===== config.mk =====
export PLATFORM = sky130hd
export DESIGN_NAME = score_display
export DESIGN_NICKNAME = d
export VERILOG_FILES = /design/src/rtl/score_display_pkg.sv /design/src/rtl/score_display_bcd_to_7seg.sv /design/src/rtl/score_display.sv
export SDC_FILE = /design/constraint.sdc
export NUM_CORES = 1
export LEC_CHECK = 0
export BUFFER_PORTS_ARGS = -buffer_cell sky130_fd_sc_hd__buf_2
export CAP_MARGIN = 20
export CORE_MARGIN = 2
export CORE_UTILIZATION = 25
export DETAILED_ROUTE_END_ITERATION = 10
export HOLD_SLACK_MARGIN = 0.03
export RECOVER_POWER = 25
export SYNTH_ARGS = -nofsm -noshare
export SYNTH_HDL_FRONTEND = slang
export SYNTH_HIERARCHICAL = 1
export SYNTH_SLANG_ARGS = --single-unit

===== constraint.sdc =====
create_clock -name clk -period 3.07 [get_ports clk]
set_input_delay 0.614 -clock clk [delete_from_list [all_inputs] [get_ports clk]]
set_output_delay 0.614 -clock clk [all_outputs]
set_load 0.02 [all_outputs]

===== src/rtl/score_display_pkg.sv =====
// Shared types and constants for the score display: FSM states, segment patterns, sizes.
package score_display_pkg;

    typedef enum logic [1:0] {
        ST_IDLE = 2'd0,
        ST_CONV = 2'd1,
        ST_LOAD = 2'd2
    } state_t;

    localparam int unsigned NUM_DIGITS = 4;
    localparam int unsigned DIGIT_W    = 4;
    localparam int unsigned SCORE_W    = 16;
    localparam int unsigned SEG_W      = 7;
    localparam int unsigned STEP_W     = 5;

    localparam logic [SCORE_W-1:0] CLAMP_VAL = 16'd9999;

    // Active-low cathodes {g,f,e,d,c,b,a}
    localparam logic [SEG_W-1:0] SEG_0     = 7'b1000000;
    localparam logic [SEG_W-1:0] SEG_1     = 7'b1111001;
    localparam logic [SEG_W-1:0] SEG_2     = 7'b0100100;
    localparam logic [SEG_W-1:0] SEG_3     = 7'b0110000;
    localparam logic [SEG_W-1:0] SEG_4     = 7'b0011001;
    localparam logic [SEG_W-1:0] SEG_5     = 7'b0010010;
    localparam logic [SEG_W-1:0] SEG_6     = 7'b0000010;
    localparam logic [SEG_W-1:0] SEG_7     = 7'b1111000;
    localparam logic [SEG_W-1:0] SEG_8     = 7'b0000000;
    localparam logic [SEG_W-1:0] SEG_9     = 7'b0010000;
    localparam logic [SEG_W-1:0] SEG_BLANK = 7'b1111111;

endpackage


===== src/rtl/score_display_bcd_to_7seg.sv =====
// Combinational BCD digit to active-low 7-segment decoder with blanking.
module bcd_to_7seg
    import score_display_pkg::*;
(
    input  logic [DIGIT_W-1:0] bcd,
    input  logic               blank,
    output logic [SEG_W-1:0]   seg_c
);

    // Decode one digit; non-decimal codes and blanked digits show nothing
    always_comb begin
        seg_c = SEG_BLANK;
        if (!blank) begin
            case (bcd)
                4'd0:    seg_c = SEG_0;
                4'd1:    seg_c = SEG_1;
                4'd2:    seg_c = SEG_2;
                4'd3:    seg_c = SEG_3;
                4'd4:    seg_c = SEG_4;
                4'd5:    seg_c = SEG_5;
                4'd6:    seg_c = SEG_6;
                4'd7:    seg_c = SEG_7;
                4'd8:    seg_c = SEG_8;
                4'd9:    seg_c = SEG_9;
                default: seg_c = SEG_BLANK;
            endcase
        end
    end

endmodule


===== src/rtl/score_display.sv =====
// Four-digit multiplexed score display: binary-to-BCD conversion FSM plus digit scanner.
module score_display
    import score_display_pkg::*;
#(
    parameter int unsigned SCAN_DIV = 100000
) (
    input  logic               clk,
    input  logic               rst,
    input  logic [SCORE_W-1:0] score,
    output logic [NUM_DIGITS-1:0] an,
    output logic [SEG_W-1:0]   ssd,
    output logic               dp,
    output logic               busy
);

    localparam int unsigned PRE_W = (SCAN_DIV > 1) ? $clog2(SCAN_DIV) : 1;
    localparam int unsigned IDX_W = $clog2(NUM_DIGITS);
    localparam int unsigned BCD_W = NUM_DIGITS * DIGIT_W;
    localparam logic [STEP_W-1:0] LAST_STEP = 5'd15;

    state_t              state, state_nxt;
    logic [SCORE_W-1:0]  bin, bin_nxt;
    logic [BCD_W-1:0]    bcd, bcd_nxt, bcd_adj;
    logic [STEP_W-1:0]   step, step_nxt;
    logic [BCD_W-1:0]    disp, disp_nxt;
    logic [SCORE_W-1:0]  last_val, last_val_nxt;
    logic                first_done, first_done_nxt;

    logic [PRE_W-1:0]    pre;
    logic [IDX_W-1:0]    idx;
    logic [DIGIT_W-1:0]  digit_c;
    logic                blank_c;
    logic [SEG_W-1:0]    seg_c;

    assign dp = 1'b1;

    // Conversion FSM: next state and datapath updates (double-dabble, one step per cycle)
    always_comb begin
        state_nxt      = state;
        bin_nxt        = bin;
        bcd_nxt        = bcd;
        step_nxt       = step;
        disp_nxt       = disp;
        last_val_nxt   = last_val;
        first_done_nxt = first_done;
        bcd_adj        = bcd;
        for (int unsigned n = 0; n < NUM_DIGITS; n++) begin
            if (bcd[n*DIGIT_W +: DIGIT_W] >= 4'd5)
                bcd_adj[n*DIGIT_W +: DIGIT_W] = bcd[n*DIGIT_W +: DIGIT_W] + 4'd3;
        end
        case (state)
            ST_IDLE: begin
                if ((score != last_val) || !first_done) begin
                    bin_nxt      = (score > CLAMP_VAL) ? CLAMP_VAL : score;
                    last_val_nxt = score;
                    bcd_nxt      = '0;
                    step_nxt     = '0;
                    state_nxt    = ST_CONV;
                end
            end
            ST_CONV: begin
                {bcd_nxt, bin_nxt} = {bcd_adj, bin} << 1;
                step_nxt = step + 5'd1;
                if (step == LAST_STEP)
                    state_nxt = ST_LOAD;
            end
            ST_LOAD: begin
                disp_nxt       = bcd;
                first_done_nxt = 1'b1;
                state_nxt      = ST_IDLE;
            end
            default: state_nxt = ST_IDLE;
        endcase
    end

    // Conversion FSM state and datapath registers; reset discards any conversion in flight
    always_ff @(posedge clk or posedge rst) begin
        if (rst) begin
            state      <= ST_IDLE;
            bin        <= '0;
            bcd        <= '0;
            step       <= '0;
            disp       <= '0;
            last_val   <= '0;
            first_done <= 1'b0;
            busy       <= 1'b0;
        end else begin
            state      <= state_nxt;
            bin        <= bin_nxt;
            bcd        <= bcd_nxt;
            step       <= step_nxt;
            disp       <= disp_nxt;
            last_val   <= last_val_nxt;
            first_done <= first_done_nxt;
            busy       <= (state_nxt != ST_IDLE);
        end
    end

    // Scan prescaler and digit index
    always_ff @(posedge clk or posedge rst) begin
        if (rst) begin
            pre <= '0;
            idx <= '0;
        end else if (pre == PRE_W'(SCAN_DIV - 1)) begin
            pre <= '0;
            idx <= idx + IDX_W'(1);
        end else begin
            pre <= pre + PRE_W'(1);
        end
    end

    // Select the scanned digit and blank it if it is a leading zero
    always_comb begin
        digit_c = '0;
        blank_c = (idx != '0);
        for (int unsigned k = 0; k < NUM_DIGITS; k++) begin
            if (IDX_W'(k) == idx)
                digit_c = disp[k*DIGIT_W +: DIGIT_W];
            if ((IDX_W'(k) >= idx) && (disp[k*DIGIT_W +: DIGIT_W] != '0))
                blank_c = 1'b0;
        end
    end

    bcd_to_7seg u_dec (
        .bcd   (digit_c),
        .blank (blank_c),
        .seg_c (seg_c)
    );

    // Registered anode and cathode drive
    always_ff @(posedge clk or posedge rst) begin
        if (rst) begin
            an  <= '1;
            ssd <= SEG_BLANK;
        end else begin
            an  <= ~(NUM_DIGITS'(1) << idx);
            ssd <= seg_c;
        end
    end

endmodule

Word-level counts from Yosys, hierarchy flattened
Memory sizes are Yosys's and may differ from the RTL's.
Index checks and enable logic that the tools add are counted.
{ "word_totals": {"n_memories": 1, "elab_cells": 81, "latchBits": 0, "inputBits": 18, "ff_bits": 103, "romBits": 112, "ramBits": 0} }
{ "op_classes": {"magnitude_cmp": 9, "mul": 0, "addsub": 7, "n_shift": 1, "n_reduce_logical": 17, "div": 0, "muxes": 24, "n_bitwise": 1, "eq_ne": 9} }
{ "mem_list": {"columns": ["memory", "depth", "word_bits", "read_ports", "rd_ports_with_merged_regs", "write_ports", "line_no", "text"], "rows": [
  ["(name not given)", 16, 7, 1, 0, 0, "score_display_bcd_to_7seg.sv:14", "case (bcd)"]
]} }
{ "ops": {"columns": ["op", "n"], "rows": [
  ["case mux 16 bit (2 select lines)", 2],
  ["2-to-1 mux 16 bit", 3],
  ["2-to-1 mux 4 bit", 7],
  ["adder 17 x 1 -> 17 bit, second input constant", 1],
  ["equality test 17 bit, second input constant", 1],
  ["2-to-1 mux 17 bit", 1],
  [">= comparator 4 x 3 -> 1 bit, second input constant", 4],
  ["> comparator 16 x 14 -> 1 bit, second input constant", 1],
  ["!= test 16 bit", 1],
  ["nonzero test 4 bit", 4],
  ["adder 4 x 2 -> 4 bit, second input constant", 3],
  ["case mux 5 bit (2 select lines)", 1],
  ["2-to-1 mux 7 bit", 1],
  ["nonzero test 2 bit", 3],
  ["adder 5 x 1 -> 5 bit, second input constant", 1],
  ["equality test 5 x 4 -> 1 bit, second input constant", 1],
  ["2-to-1 mux 5 bit", 1],
  ["equality test 2 bit, first input constant", 2],
  [">= comparator 1 x 2 -> 1 bit, first input constant", 2],
  [">= comparator 2 bit, first input constant", 2],
  ["logical AND 1 bit", 4],
  ["logical NOT 2 bit", 2],
  ["2-to-1 mux 1 bit", 4],
  ["2-to-1 mux 2 bit", 2],
  ["13 further kinds", 14]
]} }

Logic depth before layout (Yosys ltp)
{ "logic_depth": {"depth_word": 7, "mapped_depth": 12, "mapped_depth_nobuf": 12} }

Cells and area by module
Netlist, hierarchy kept.
{ "modules_own_cells": {"columns": ["module", "instances", "seq_area_each_um2", "cells_per_inst", "area_per_inst_um2"], "rows": [
  ["score_display", 1, 2591.2, 431, 4875.9],
  ["bcd_to_7seg", 1, 0.0, 33, 235.2]
]} }

Least setup slack after synthesis
Ideal clock, no wire load.
{ "synth_path": {"path_type": "input port to flip-flop", "startpoint": "in score[10]", "endpoint": "reg last_val[0]", "arrival_time_ns": 2.273, "cell_stages": 6, "required_ns": 2.945, "path_slack_ns": 0.672, "n_path_buf": 1, "cell_sequence": "xnor2_1 -> o211ai_1 -> or4_4 -> o21ai_1 -> buf_4 -> mux2_2"} }
{ "synth_via": {"elab_chain_len": 3} }
{ "synth_lines": {"columns": ["element", "line_no", "text"], "rows": [
  ["from (decl)", "score_display.sv:9", "input logic [SCORE_W-1:0] score,"],
  ["!= test 16 bit", "score_display.sv:53", "if ((score != last_val) || !first_done) begin"],
  ["logical OR 1 bit", "score_display.sv:53", null],
  ["AND reduction 2 bit (no source line)", null, null],
  ["to (signal assigned)", "score_display.sv:93", "last_val <= last_val_nxt;"],
  ["to (decl)", "score_display.sv:26", "logic [SCORE_W-1:0] last_val, last_val_nxt;"]
]} }
Every way passes these cells.
A chain may end at the register's enable or synchronous reset.

Worst setup path in the final report
{ "layout_path": {"startpoint": "reg idx[0]", "endpoint": "reg ssd[3]"} }
{ "layout_via": {"elab_chain_len": 7, "word_cells_on_any_way": 23, "classes_between": "4 x order compare; 3 x eq/ne; 9 x mux; 6 x reduce/logical; 1 x memory"} }
{ "layout_lines": {"columns": ["element", "line_no", "text"], "rows": [
  ["from (decl)", "score_display.sv:30", "logic [IDX_W-1:0] idx;"],
  ["from (signal assigned)", "score_display.sv:106", "idx <= idx + IDX_W'(1);"],
  ["logical NOT 2 bit", "score_display.sv:117", "if (IDX_W'(k) == idx)"],
  ["2-to-1 mux 4 bit (3 in a row)", "score_display.sv:117", null],
  ["2-to-1 mux 4 bit (*)", "score_display.sv:117", null],
  ["net digit_c[1]", "score_display.sv:31", "logic [DIGIT_W-1:0] digit_c;"],
  ["memory read (16 x 7 bit) (*)", null, null],
  ["2-to-1 mux 7 bit (*)", "score_display_bcd_to_7seg.sv:13", "if (!blank) begin"],
  ["net seg_c[3]", "score_display.sv:33", "logic [SEG_W-1:0] seg_c;"],
  ["to (signal assigned)", "score_display.sv:137", "ssd <= seg_c;"],
  ["to (decl)", "score_display.sv:11", "output logic [SEG_W-1:0] ssd,"]
]} }
The timed path passes the listed nets; every way through them passes the cells marked *.

==> run metrics <==
I/O Pins=31; starting density of the core=25.3%; R2R setup slack=740 ps; vias in the first global route=3336; clk root buf=clkbuf_16; WL/cell=12.1 um; core area=20200 sq um; design area=5890 sq um; Data required, critical path=3340 ps; post-synthesis cell type count=50; routability congestion estimate=0.790; status=complete, no violations; grt met2 use=13.5%; grt met1 use=13.2%; RSZ-0062 raised after global routing=no; Critical Path Slowest Stage Cell=dfrtp_1; placed cell count=761; Fin Clk Skew=10.7 ps; H-tree levels=3; Slew headroom=7.39%; post-placement setup slack=400 ps; fmax=429 MHz; Worst Hold Depth=2; share of layout cells above drive strength 1=22.1%; fin crit share=75.9%; dpl hpwl=6.54 mm; die width=147 um; peak supply drop=343 uV; FF-to-FF path depth=12; Startpoint Class=flop; post-CTS resize count=0; CTS tree=built; crit-path most repeated cell=inv_1; DRT iter0 DRCs=149; Post-synth EDFFs=0; post-synthesis instance total=464; clk_lat worst skew=350 ps; Mapped Nets=503; Setup TNS Final=0 ps; kind of critical path=reg -> reg; Via density=4.38; hold_buf cts=0; Final nets=541; I/O Buffers=29; leakage power=0.00257 uW; Setup WS post-layout=740 ps; Worst setup EP type=flop; P&R area growth vs syn=15.3%; Final ANT Viol Nets=0; worst hold path type=reg -> reg; drt drc=0; crit-path cells=inv_1, ha_1, inv_1, nor2_1, a221o_1, o21ai_0, o21ai_0, buf_4, inv_1, ha_1, nor3b_2, a21oi_1; Die ar.=21600 sq um; GRT busiest layer=met2; multi-input logic area=2320 sq um; Slowest Stage Delay on Critical Path=420 ps; Max Root-Sink Buffers=2; synth warn=6; Fillers=2104; Vias=3404; Cell Rows=52; die height=147 um; Synth Area per Inst=11.0 sq um; Clk pin slew, worst setup/hold paths=60 ps; critical path data arrival time=2600 ps; Seq/Total Area, Yosys=50.7%; gr ovfl total=0; global-route wire length before repair=16.3 mm; final hold vios=0; postcts setup bufs=0; PD cells=888 nW/um^2; all-layer global routing usage=9.29%; Slew Viols, Final=0; worst slew pin tran=1390 ps; routed wire length=9.40 mm; DP Area=5630 sq um; largest net degree at the start of global routing=104; ys async rst share=100%; Num CTS Buffers=9; critical path peak fanout=6; initial antenna violation count=0; flops & latches, synth=103; Top FF cell, synth=dfrtp_1; crit path time final=2330 ps; Pre-antenna DRT Iters=4; non-filler instance count after layout=777; # clock sinks=103; Global Route met3 Usage=2.86%; Register Area=2590 sq um; max_cap viols=0; Post-Syn Area=5110 sq um; final setup violating endpoints=0; ANT cells=0
[sequential cells by signal, indices dropped and copies added (netlist names)]
name,flops
disp,16
an,4
busy,1
first_done,1
bin,16
idx,2
state,2
step,5
ssd,7
bcd,16
last_val,16
pre,17
[cell type report]
| type | instances | share of cell area (%) |
|---|---|---|
| clock buffers | 15 | 4.57 |
| well taps | 270 | 5.73 |
| flip-flops and latches | 103 | 44.0 |
| inverters | 30 | 1.98 |
| clock inverters | 1 | 0.0850 |
| repair buffers | 43 | 4.23 |
| multi-input cells | 315 | 39.4 |
[layer usage]
layer	share of wire, %	vias up
li1	-	1697
met1	52	1641
met2	43	51
met3	3.3	15
met4	1.7	0
met5	0	-
[cell families (layout without fill, tap and decap cells)]
| family | after synthesis | count (layout) | share of synthesized area (%) |
|---|---|---|---|
| and+or+nand+nor | 122 | 122 | 12.6 |
| muxes | 38 | 38 | 8.32 |
| other | 1 | 1 | 0.0734 |
| buffers and inverters | 46 | 89 | 3.99 |
| adders and majority gates | 21 | 21 | 5.14 |
| xor gates and xnor gates | 35 | 35 | 6.00 |
| AOI/OAI and AO/OA | 98 | 98 | 13.2 |
| DFF | 103 | 103 | 50.7 |
[worst max-delay path: cells and delay by family (launching register included)]
kind,cells,cell delay (ps)
AOI/OAI and AO/OA,4,560
adders and majority gates,2,500
buffers and inverters,4,450
DFF,1,420
and+or+nand+nor,2,350
[final timing paths]
path	start	to
worst max register to register	idx[0]	ssd[3]
max in group asynchronous	rst	last_val[5]
min in group asynchronous	rst	pre[2]
worst min register to register	bin[15]	bcd[0]
worst max-delay path	idx[0]	ssd[3]
worst min-delay path	bin[15]	bcd[0]
[cells in the final DEF, fill, tap and decap left out, drive strengths merged, types with 11 or more instances in the layout]
cell type	instances
inv	29
buf	41
clkbuf	17
o22ai	15
dfrtp	92
a21oi	25
nand2	33
nor2	23
ha	21
xnor2	20
mux2	30
xor2	15
dfstp	11
o21ai	30
[cells in the mapped netlist (7+ instances only)]
cell type  number  area share [%]
nor3b_1         9             1.3
o22ai_1         7            0.86
ha_1           21             5.1
nand2_1        33             2.4
clkbuf_1       10            0.73
mux2_2         28             6.2
nor3_1          8            0.78
nor2_1         23             1.7
o21ai_0        29             2.8
xor2_1         15             2.6
nand2b_1        9             1.1
o22ai_2         8             2.0
a21oi_1        24             2.4
inv_1          29             2.1
a22o_1         10             1.7
nand3_1        10            0.98
xnor2_1        20             3.4
nor4_1          8            0.98
dfstp_2        11             5.7
mux2i_1         8             1.6
dfrtp_1        92              45
[stage by stage]
step / power [uW] / utilization (%) / hold WS [ps]
2_1_floorplan: 3740 / - / 435
3_3_place_gp: 4190 / 27.9 / 460
3_5_place_dp: 4210 / 27.9 / 465
4_1_cts: 5300 / 29.3 / 465
5_1_grt: 5650 / 29.2 / 503
6_report: 5230 / 29.2 / 474
[power breakdown]
| part | total (uW) | switching (uW) | leakage (uW) | internal, uW |
|---|---|---|---|---|
| clock network | 1060 | 463 | 0.000133 | 600 |
| registers | 2230 | 353 | 0.00126 | 1880 |
| logic | 1940 | 971 | 0.00118 | 964 |
(Power assumes the default switching activity.)
